File: config.mk
export PLATFORM = sky130hd
export DESIGN_NAME = loteria_n
export DESIGN_NICKNAME = d
export VERILOG_FILES = /design/src/rtl/loteria_n.sv
export SDC_FILE = /design/constraint.sdc
export NUM_CORES = 1
export LEC_CHECK = 0
export CAP_MARGIN = 15
export CORE_UTILIZATION = 49
export DETAILED_ROUTE_END_ITERATION = 8
export PLACE_DENSITY = 0.8
export SYNTH_ARGS = -nofsm -noshare
export SYNTH_HDL_FRONTEND = slang
export SYNTH_SLANG_ARGS = --single-unit
File: constraint.sdc
create_clock -name clk -period 3.49 [get_ports clk]
set_input_delay 0.5235 -clock clk [delete_from_list [all_inputs] [get_ports clk]]
set_output_delay 0.5235 -clock clk [all_outputs]
set_load 0.1 [all_outputs]
File: src/rtl/loteria_n.sv
// loteria_n: digit-entry lottery ticket checker.
//   The user keys in DIGITS BCD digits, can delete the last digit, and submits
//   the ticket. The ticket is compared one digit per cycle against SECRET, a
//   prize tier is latched, and after MAX_TRIES tickets the block locks until
//   reset.
// Ports:
//   clk        - clock, all state changes on the rising edge
//   reset      - asynchronous reset, active low
//   num        - BCD digit to enter
//   insert     - level input; a rising edge enters num
//   del        - level input; a rising edge removes the last entered digit
//   finish     - level input; a rising edge submits / acknowledges a result
//   digits     - entered digits, first entered in the MS nibble, rest 0
//   count      - number of digits entered
//   state      - FSM state code (ENTRY=0 READY=1 CHECK=2 RESULT=3 LOCKED=4)
//   prize      - 0 none, 1 jackpot, 2 second, 3 third
//   win        - high while a nonzero prize is shown
//   err        - one-cycle pulse on a rejected input
//   tries_left - tickets remaining
module loteria_n #(
    parameter int                    DIGITS    = 5,
    parameter logic [4*DIGITS-1:0]   SECRET    = 20'h50967,
    parameter int                    MAX_TRIES = 3
) (
    input  logic                  clk,
    input  logic                  reset,
    input  logic [3:0]            num,
    input  logic                  insert,
    input  logic                  del,
    input  logic                  finish,
    output logic [4*DIGITS-1:0]   digits,
    output logic [3:0]            count,
    output logic [2:0]            state,
    output logic [1:0]            prize,
    output logic                  win,
    output logic                  err,
    output logic [3:0]            tries_left
);

    localparam logic [2:0] ENTRY  = 3'd0;
    localparam logic [2:0] READY  = 3'd1;
    localparam logic [2:0] CHECK  = 3'd2;
    localparam logic [2:0] RESULT = 3'd3;
    localparam logic [2:0] LOCKED = 3'd4;

    localparam int HW = $clog2(DIGITS + 1);

    logic          ins_q, del_q, fin_q;
    // armed stays low for the first cycle after reset so that a level already
    // high at release is sampled into the edge registers, not acted upon.
    logic          armed;
    logic          ins_e, del_e, fin_e;
    logic [HW-1:0] hits, hits_nx;
    logic [2:0]    idx;
    logic          dig_eq;
    logic [1:0]    prize_nx;

    assign ins_e = armed & insert & ~ins_q;
    assign del_e = armed & del    & ~del_q;
    assign fin_e = armed & finish & ~fin_q;

    // Digit under test this CHECK cycle; position 0 is the MS nibble.
    always_comb begin
        dig_eq = 1'b0;
        for (int p = 0; p < DIGITS; p++)
            if (p == int'(idx))
                dig_eq = (digits[4*(DIGITS-1-p) +: 4] == SECRET[4*(DIGITS-1-p) +: 4]);
    end

    assign hits_nx = hits + HW'(dig_eq);

    // Tier from the final hit total, including the last digit compared.
    always_comb begin
        prize_nx = 2'd0;
        if (hits_nx == HW'(DIGITS))          prize_nx = 2'd1;
        else if (hits_nx == HW'(DIGITS - 1)) prize_nx = 2'd2;
        else if (hits_nx == HW'(DIGITS - 2)) prize_nx = 2'd3;
    end

    always_ff @(posedge clk or negedge reset) begin
        if (!reset) begin
            ins_q      <= 1'b0;
            del_q      <= 1'b0;
            fin_q      <= 1'b0;
            armed      <= 1'b0;
            state      <= ENTRY;
            digits     <= '0;
            count      <= '0;
            prize      <= '0;
            win        <= 1'b0;
            err        <= 1'b0;
            tries_left <= 4'(MAX_TRIES);
            hits       <= '0;
            idx        <= '0;
        end else begin
            ins_q <= insert;
            del_q <= del;
            fin_q <= finish;
            armed <= 1'b1;
            err   <= 1'b0;
            case (state)
                ENTRY, READY: begin
                    // del wins over a simultaneous insert (and finish)
                    if (del_e) begin
                        if (count == 4'd0) begin
                            err <= 1'b1;
                        end else begin
                            for (int p = 0; p < DIGITS; p++)
                                if (p == int'(count) - 1)
                                    digits[4*(DIGITS-1-p) +: 4] <= 4'd0;
                            count <= count - 4'd1;
                            state <= ENTRY;
                        end
                    end else if (ins_e) begin
                        if (num > 4'd9) begin
                            err <= 1'b1;
                        end else if (count < 4'(DIGITS)) begin
                            for (int p = 0; p < DIGITS; p++)
                                if (p == int'(count))
                                    digits[4*(DIGITS-1-p) +: 4] <= num;
                            count <= count + 4'd1;
                            if (count == 4'(DIGITS - 1))
                                state <= READY;
                        end
                    end else if (fin_e) begin
                        if (state == ENTRY) begin
                            err <= 1'b1;
                        end else begin
                            state <= CHECK;
                            hits  <= '0;
                            idx   <= '0;
                        end
                    end
                end
                CHECK: begin
                    hits <= hits_nx;
                    idx  <= idx + 3'd1;
                    if (idx == 3'(DIGITS - 1)) begin
                        state <= RESULT;
                        prize <= prize_nx;
                        win   <= (prize_nx != 2'd0);
                        if (tries_left != 4'd0)
                            tries_left <= tries_left - 4'd1;
                    end
                end
                RESULT: begin
                    if (fin_e) begin
                        digits <= '0;
                        count  <= '0;
                        prize  <= '0;
                        win    <= 1'b0;
                        state  <= (tries_left != 4'd0) ? ENTRY : LOCKED;
                    end
                end
                LOCKED: begin
                    if (ins_e || del_e || fin_e)
                        err <= 1'b1;
                end
                default: state <= ENTRY;
            endcase
        end
    end

endmodule

==> After elaboration in Yosys (flattened, before gate mapping) <==
Index checks and enable logic that the tools add are counted.
{ "classes": {"n_addsub": 6, "mul": 0, "n_div": 0, "n_lt_le_gt_ge": 2, "n_eq_ne": 50, "shift": 0, "mux": 64, "bitwise_logic": 10, "n_reduce_logical": 24} }
{ "ops": {"columns": ["op", "count"], "rows": [
  ["$mux W20", 6],
  ["$mux W4", 16],
  ["$mux W3", 15],
  ["$ne A3 B3 Y1 const B", 14],
  ["$pmux W20 S2", 1],
  ["$reduce_and A8 Y1", 5],
  ["$logic_not A32 Y1", 1],
  ["$ne A4 B4 Y1 const B", 5],
  ["$eq A4 B3 Y1 const B", 4],
  ["$mux W1", 14],
  ["$eq A3 B3 Y1 const B", 4],
  ["$logic_not A4 Y1", 3],
  ["$ne A2 B2 Y1 const B", 6],
  ["$pmux W3 S2", 2],
  ["$pmux W3 S4", 1],
  ["$eq A3 B5 Y1 const A", 2],
  ["$mux W2", 5],
  ["$eq A3 B2 Y1 const B", 3],
  ["$eq A3 B3 Y1 const A", 3],
  ["$reduce_and A9 Y1", 1],
  ["$eq A3 B4 Y1 const A", 2],
  ["$pmux W4 S2", 1],
  ["$reduce_bool A2 Y1", 4],
  ["$sub A4 B1 Y4 const B", 2],
  ["24 further kinds", 36]
]} }
{ "word_totals": {"regBits": 45, "latch_bits": 0, "ram_bits": 0, "romBits": 0, "inputBits": 9, "memories": 0} }

==> Logic depth before layout (Yosys ltp) <==
{ "depth": {"depth_word": 14, "mapped_depth": 13, "mapped_depth_nobuf": 13} }

==> Least setup slack after synthesis <==
OpenSTA, ideal clock, no wires.
{ "synth_timing": {"path_kind": "register -> register", "start": "register digits[18]", "end": "register prize[1]", "setup_time_ns": 0.069, "t_arrival_ns": 2.704, "required_time_ns": 3.421, "setup_slack_ns": 0.717, "path_stages_with_launch": 11, "n_path_buf": 0, "path_cell_list": "dfrtp_1 nor4bb_1 a221oi_1 a211oi_1 nor3_1 a21oi_1 ha_1 ha_1 or3_1 nand2_1 a22o_1"} }
{ "synth_via": {"elab_chain_len": 13} }
{ "synth_rtl": {"columns": ["element", "line", "rtl"], "rows": [
  ["from (decl)", "31", "output logic [4*DIGITS-1:0] digits,"],
  ["from (signal, indexed assignment)", "120", "digits[4*(DIGITS-1-p) +: 4] <= num;"],
  ["$eq A4 B3 Y1 (*)", "67", "dig_eq = (digits[4*(DIGITS-1-p) +: 4] == SECRET[4*(DIGITS-1-p) +: 4]);"],
  ["$mux W1 (*) (5 in series)", "66", "if (p == int'(idx))"],
  ["$add A3 B1 Y3 (*)", "70", "assign hits_nx = hits + HW'(dig_eq);"],
  ["$eq A3 B2 Y1", "77", "else if (hits_nx == HW'(DIGITS - 2)) prize_nx = 2'd3;"],
  ["$mux W2", "77", null],
  ["$mux W2", "76", "else if (hits_nx == HW'(DIGITS - 1)) prize_nx = 2'd2;"],
  ["$mux W2 (*)", "75", "if (hits_nx == HW'(DIGITS)) prize_nx = 2'd1;"],
  ["$mux W2 (*)", "138", "if (idx == 3'(DIGITS - 1)) begin"],
  ["$pmux W2 S2 (*)", "101", "case (state)"],
  ["to (signal assigned)", "140", "prize <= prize_nx;"],
  ["to (decl)", "34", "output logic [1:0] prize,"]
]} }
Every way passes the cells marked *; elsewhere a longest branch is shown, timed or not. The select of a mux whose other input is x is not followed.
A chain may end at the register's enable or synchronous reset.

==> Worst setup path in the final report <==
{ "layout_timing": {"start": "register idx[0]", "end": "register prize[1]"} }
{ "layout_via": {"elab_chain_len": 13} }
{ "layout_rtl": {"columns": ["element", "line", "rtl"], "rows": [
  ["from (decl)", "54", "logic [2:0] idx;"],
  ["from (signal assigned)", "137", "idx <= idx + 3'd1;"],
  ["$logic_not A3 Y1", "66", null],
  ["$mux W1 (5 in series)", "66", null],
  ["$add A3 B1 Y3", "70", null],
  ["$eq A3 B2 Y1", "77", null],
  ["$mux W2", "77", null],
  ["$mux W2", "76", null],
  ["$mux W2", "75", null],
  ["$mux W2", "138", null],
  ["$pmux W2 S2", "101", null]
]} }
Several ways; a longest one is shown, not always the timed one. The select of a mux whose other input is x is not followed.

==> implementation parameters <==
Parameter                              Value

Clock network
  Number of clock buffers inserted by TritonCTS ... 5
  Clock-pin slew on the worst setup and hold paths ... 0.09 ns
  Number of gates given a new drive strength after cts ... 0
  CTS sink cnt ... 45
  Max clock buf depth ... 2
  Latest clock arrival within the worst-skew pair ... 0.30 ns
  Count of buffers added by post-CTS timing repair for setup ... 0
  Depth of the CTS H-tree ... 2
  Clock tree root driver cell ... clkbuf_8
  TritonCTS clock tree ... yes
  Hold buffer count at CTS ... 0

GRT
  Antenna violations before repair ... 0
  Met3 Use GR ... 4.31%
  Global Route Usage Sum ... 22.2%
  Global-route wire length before repair ... 8.74 mm
  Layer with the highest usage after global routing ... met2
  Met2 Track Usage GR ... 34.1%
  Number of global-route vias before repair ... 1744
  Met1 global-route usage ... 32.0%
  Sum of overflow across all layers after global routing ... 0
  Pin count of the biggest net entering global routing ... 46

Die
  Starting density of the core ... 51.0%
  Number of ports placed on the die boundary ... 44
  Site row count ... 25
  Vertical die dimension ... 72.1 µm
  Area of the die ... 5200 µm²
  Die X ... 72.1 µm
  Area of the placeable core ... 4720 µm²

Detailed routing
  Vias per cell ... 5.67
  Number of remaining DRC errors ... 0
  Number of DRC markers after the initial detailed-route iteration ... 200
  Via count ... 1867
  Routed Antenna Nets ... 0
  First-pass detailed-route iteration total ... 4
  WL/cell ... 16.3 µm
  Total routed wirelength ... 5.37 mm

Synth
  Synth Register Bits ... 45
  Top FF cell, synth ... dfrtp_1
  Count of flip-flops with a built-in enable after synthesis ... 0
  Gate Count Post-Synth ... 213
  Top post-synthesis cells by area ... dfrtp_1 (45%), mux2_2 (9.3%), ha_1 (5.2%)
  Most used standard cells in the synthesized netlist ... dfrtp_1 (43), mux2_2 (20), nand2_1 (14)
  Netlist cell types ... 58
  Per-instance average area after synthesis ... 11.3 µm²
  Most common cell in the netlist ... dfrtp_1
  Area fraction of the dominant cell type after synthesis ... 44.7%
  Post-synthesis sequential area ratio ... 46.8%
  Synth Warn # ... 0
  Net Count, Synth ... 233
  Async S/R FF share, synth ... 100%
  Cell Area, Synth ... 2410 µm²
  Cell type with the highest aggregate area in the netlist ... dfrtp_1

Timing
  Maximum clock skew at final layout ... 0.00813 ns
  Final number of hold-violating endpoints ... 0
  Upper clock frequency limit ... 0.365 GHz
  Sum Neg Setup Slack ... 0 ns
  Shortest period the worst path allows ... 2.74 ns
  Slew at the pin closest to its max-slew limit ... 1.01 ns
  Number of max-slew violations in the final report ... 0
  Final setup violation count ... 0
  Period Utilization, post-route ... 78.5%
  Unrepaired setup endpoints after global routing ... no
  Max-slew headroom ... 32.9%

Finish
  N_diodes ... 0
  Fill cell total of the finished layout ... 398
  Area delta synth->final ... 25.0%
  # nets final ... 281
  Fraction of layout instances using a drive strength above 1 ... 17.2%

Critical path
  Setup Crit Path Kind ... flop to flop
  Largest fanout of any net on the critical path ... 5
  Critical Path End Type ... flop
  CP Data Arrival Time ... 2.93 ns
  Worst EP required ... 3.68 ns
  Startpoint Class ... flop
  Depth of the worst register-to-register path ... 13

Status
  Run status ... complete, no violations

Hold path
  Class of the most critical hold timing path ... input pin to asynchronous set/reset pin

Place
  Gpl congestion ... 0.846
  Total of buffers placed on input and output ports ... 43
  Estimated wirelength of the detail-placed design ... 3.93 mm

Run
  Maximum capacitance violations ... 0
## cell usage in the layout, fill, tap and decap left out, types with 3 or more instances in the layout
master,synthesis,final
ha_1,10,10
clkdlybuf4s50_1,0,42
o21ai_0,11,11
clkbuf_8,0,5
xnor2_1,4,4
nor2_1,13,13
nand3_1,3,3
inv_1,9,9
nand2_1,14,14
a22o_1,5,5
dfrtp_1,43,43
mux2_2,20,20
and3_1,4,4
nor2b_1,5,5
nor4_1,3,3
o41ai_1,3,3
a21oi_1,7,7
nor3_1,6,6
## worst paths after layout
check	start	to	slack (ns)
worst min-delay path	reset	digits[11]$_DFFE_PN0P_	0.39
max in group asynchronous	reset	count[3]$_DFFE_PN0P_	2.48
min in group clk	tries_left[0]$_DFFE_PN1P_	tries_left[0]$_DFFE_PN1P_	0.51
worst max-delay path	idx[0]$_DFFE_PN0P_	prize[1]$_DFFE_PN0P_	0.75
worst min register to register	tries_left[0]$_DFFE_PN1P_	tries_left[0]$_DFFE_PN1P_	0.51
worst max register to register	idx[0]$_DFFE_PN0P_	prize[1]$_DFFE_PN0P_	0.75
## registers in the layout, indices dropped and copies added (netlist names)
| name | count |
|---|---|
| digits | 20 |
| count | 4 |
| tries_left | 4 |
| hits | 3 |
| idx | 3 |
| state | 3 |
| prize | 2 |
| armed | 1 |
| del_q | 1 |
| err | 1 |
| fin_q | 1 |
| ins_q | 1 |
| win | 1 |
## layer usage
layer	share of wire, %	wire length, µm	vias to the layer above
li1	-	-	887
met1	46	2480	908
met2	47	2530	65
met3	5.4	291	7
met4	1.3	70	0
met5	0	0	-
## worst max-delay path, cell delays in order (launching register included)
cell      delay, ns
dfrtp_1        0.42
inv_1          0.08
ha_1           0.25
nor2b_1        0.15
a221oi_1       0.27
a211oi_1       0.09
nor3_1         0.14
a21oi_1        0.07
ha_1           0.20
ha_1           0.22
xnor2_1        0.34
or3_1          0.17
nand2_1        0.06
a22o_1         0.18
## final cells by class
| type | instances | area (µm²) | area share [%] |
|---|---|---|---|
| repair buffers | 43 | 425 | 14.1 |
| flip-flops and latches | 45 | 1130 | 37.5 |
| inverters | 10 | 37.5 | 1.25 |
| clock buffers | 6 | 72.6 | 2.41 |
| well taps | 67 | 83.8 | 2.78 |
| multi-input cells | 156 | 1220 | 40.7 |
| clock inverters | 2 | 38.8 | 1.29 |
## kinds of logic after synthesis
group	share of synthesized area [%]
adder cells (fa/ha/maj)	6.02
buffers and inverters	2.34
AND/OR/NAND/NOR	17.1
AO/OA/AOI/OAI	15.2
flip-flops	46.8
multiplexers	10.2
other	0.156
XOR/XNOR	2.18
## per-stage QoR
stage	worst slack, ns	utilization, %	cell area, µm²	std cells	hold WS [ns]
finish	0.751	63.8	3010	329	0.385
global route	0.670	63.8	3010	329	0.477
CTS	0.765	63.8	3010	329	0.423
detailed placement	0.737	61.4	2900	321	0.492
global placement	0.802	61.4	2900	321	0.488
floorplan	0.717	-	2410	213	0.228
Power is left out: the tool's default activity adds up to more than one toggle a clock period on the data nets, which glitch-free logic cannot reach.
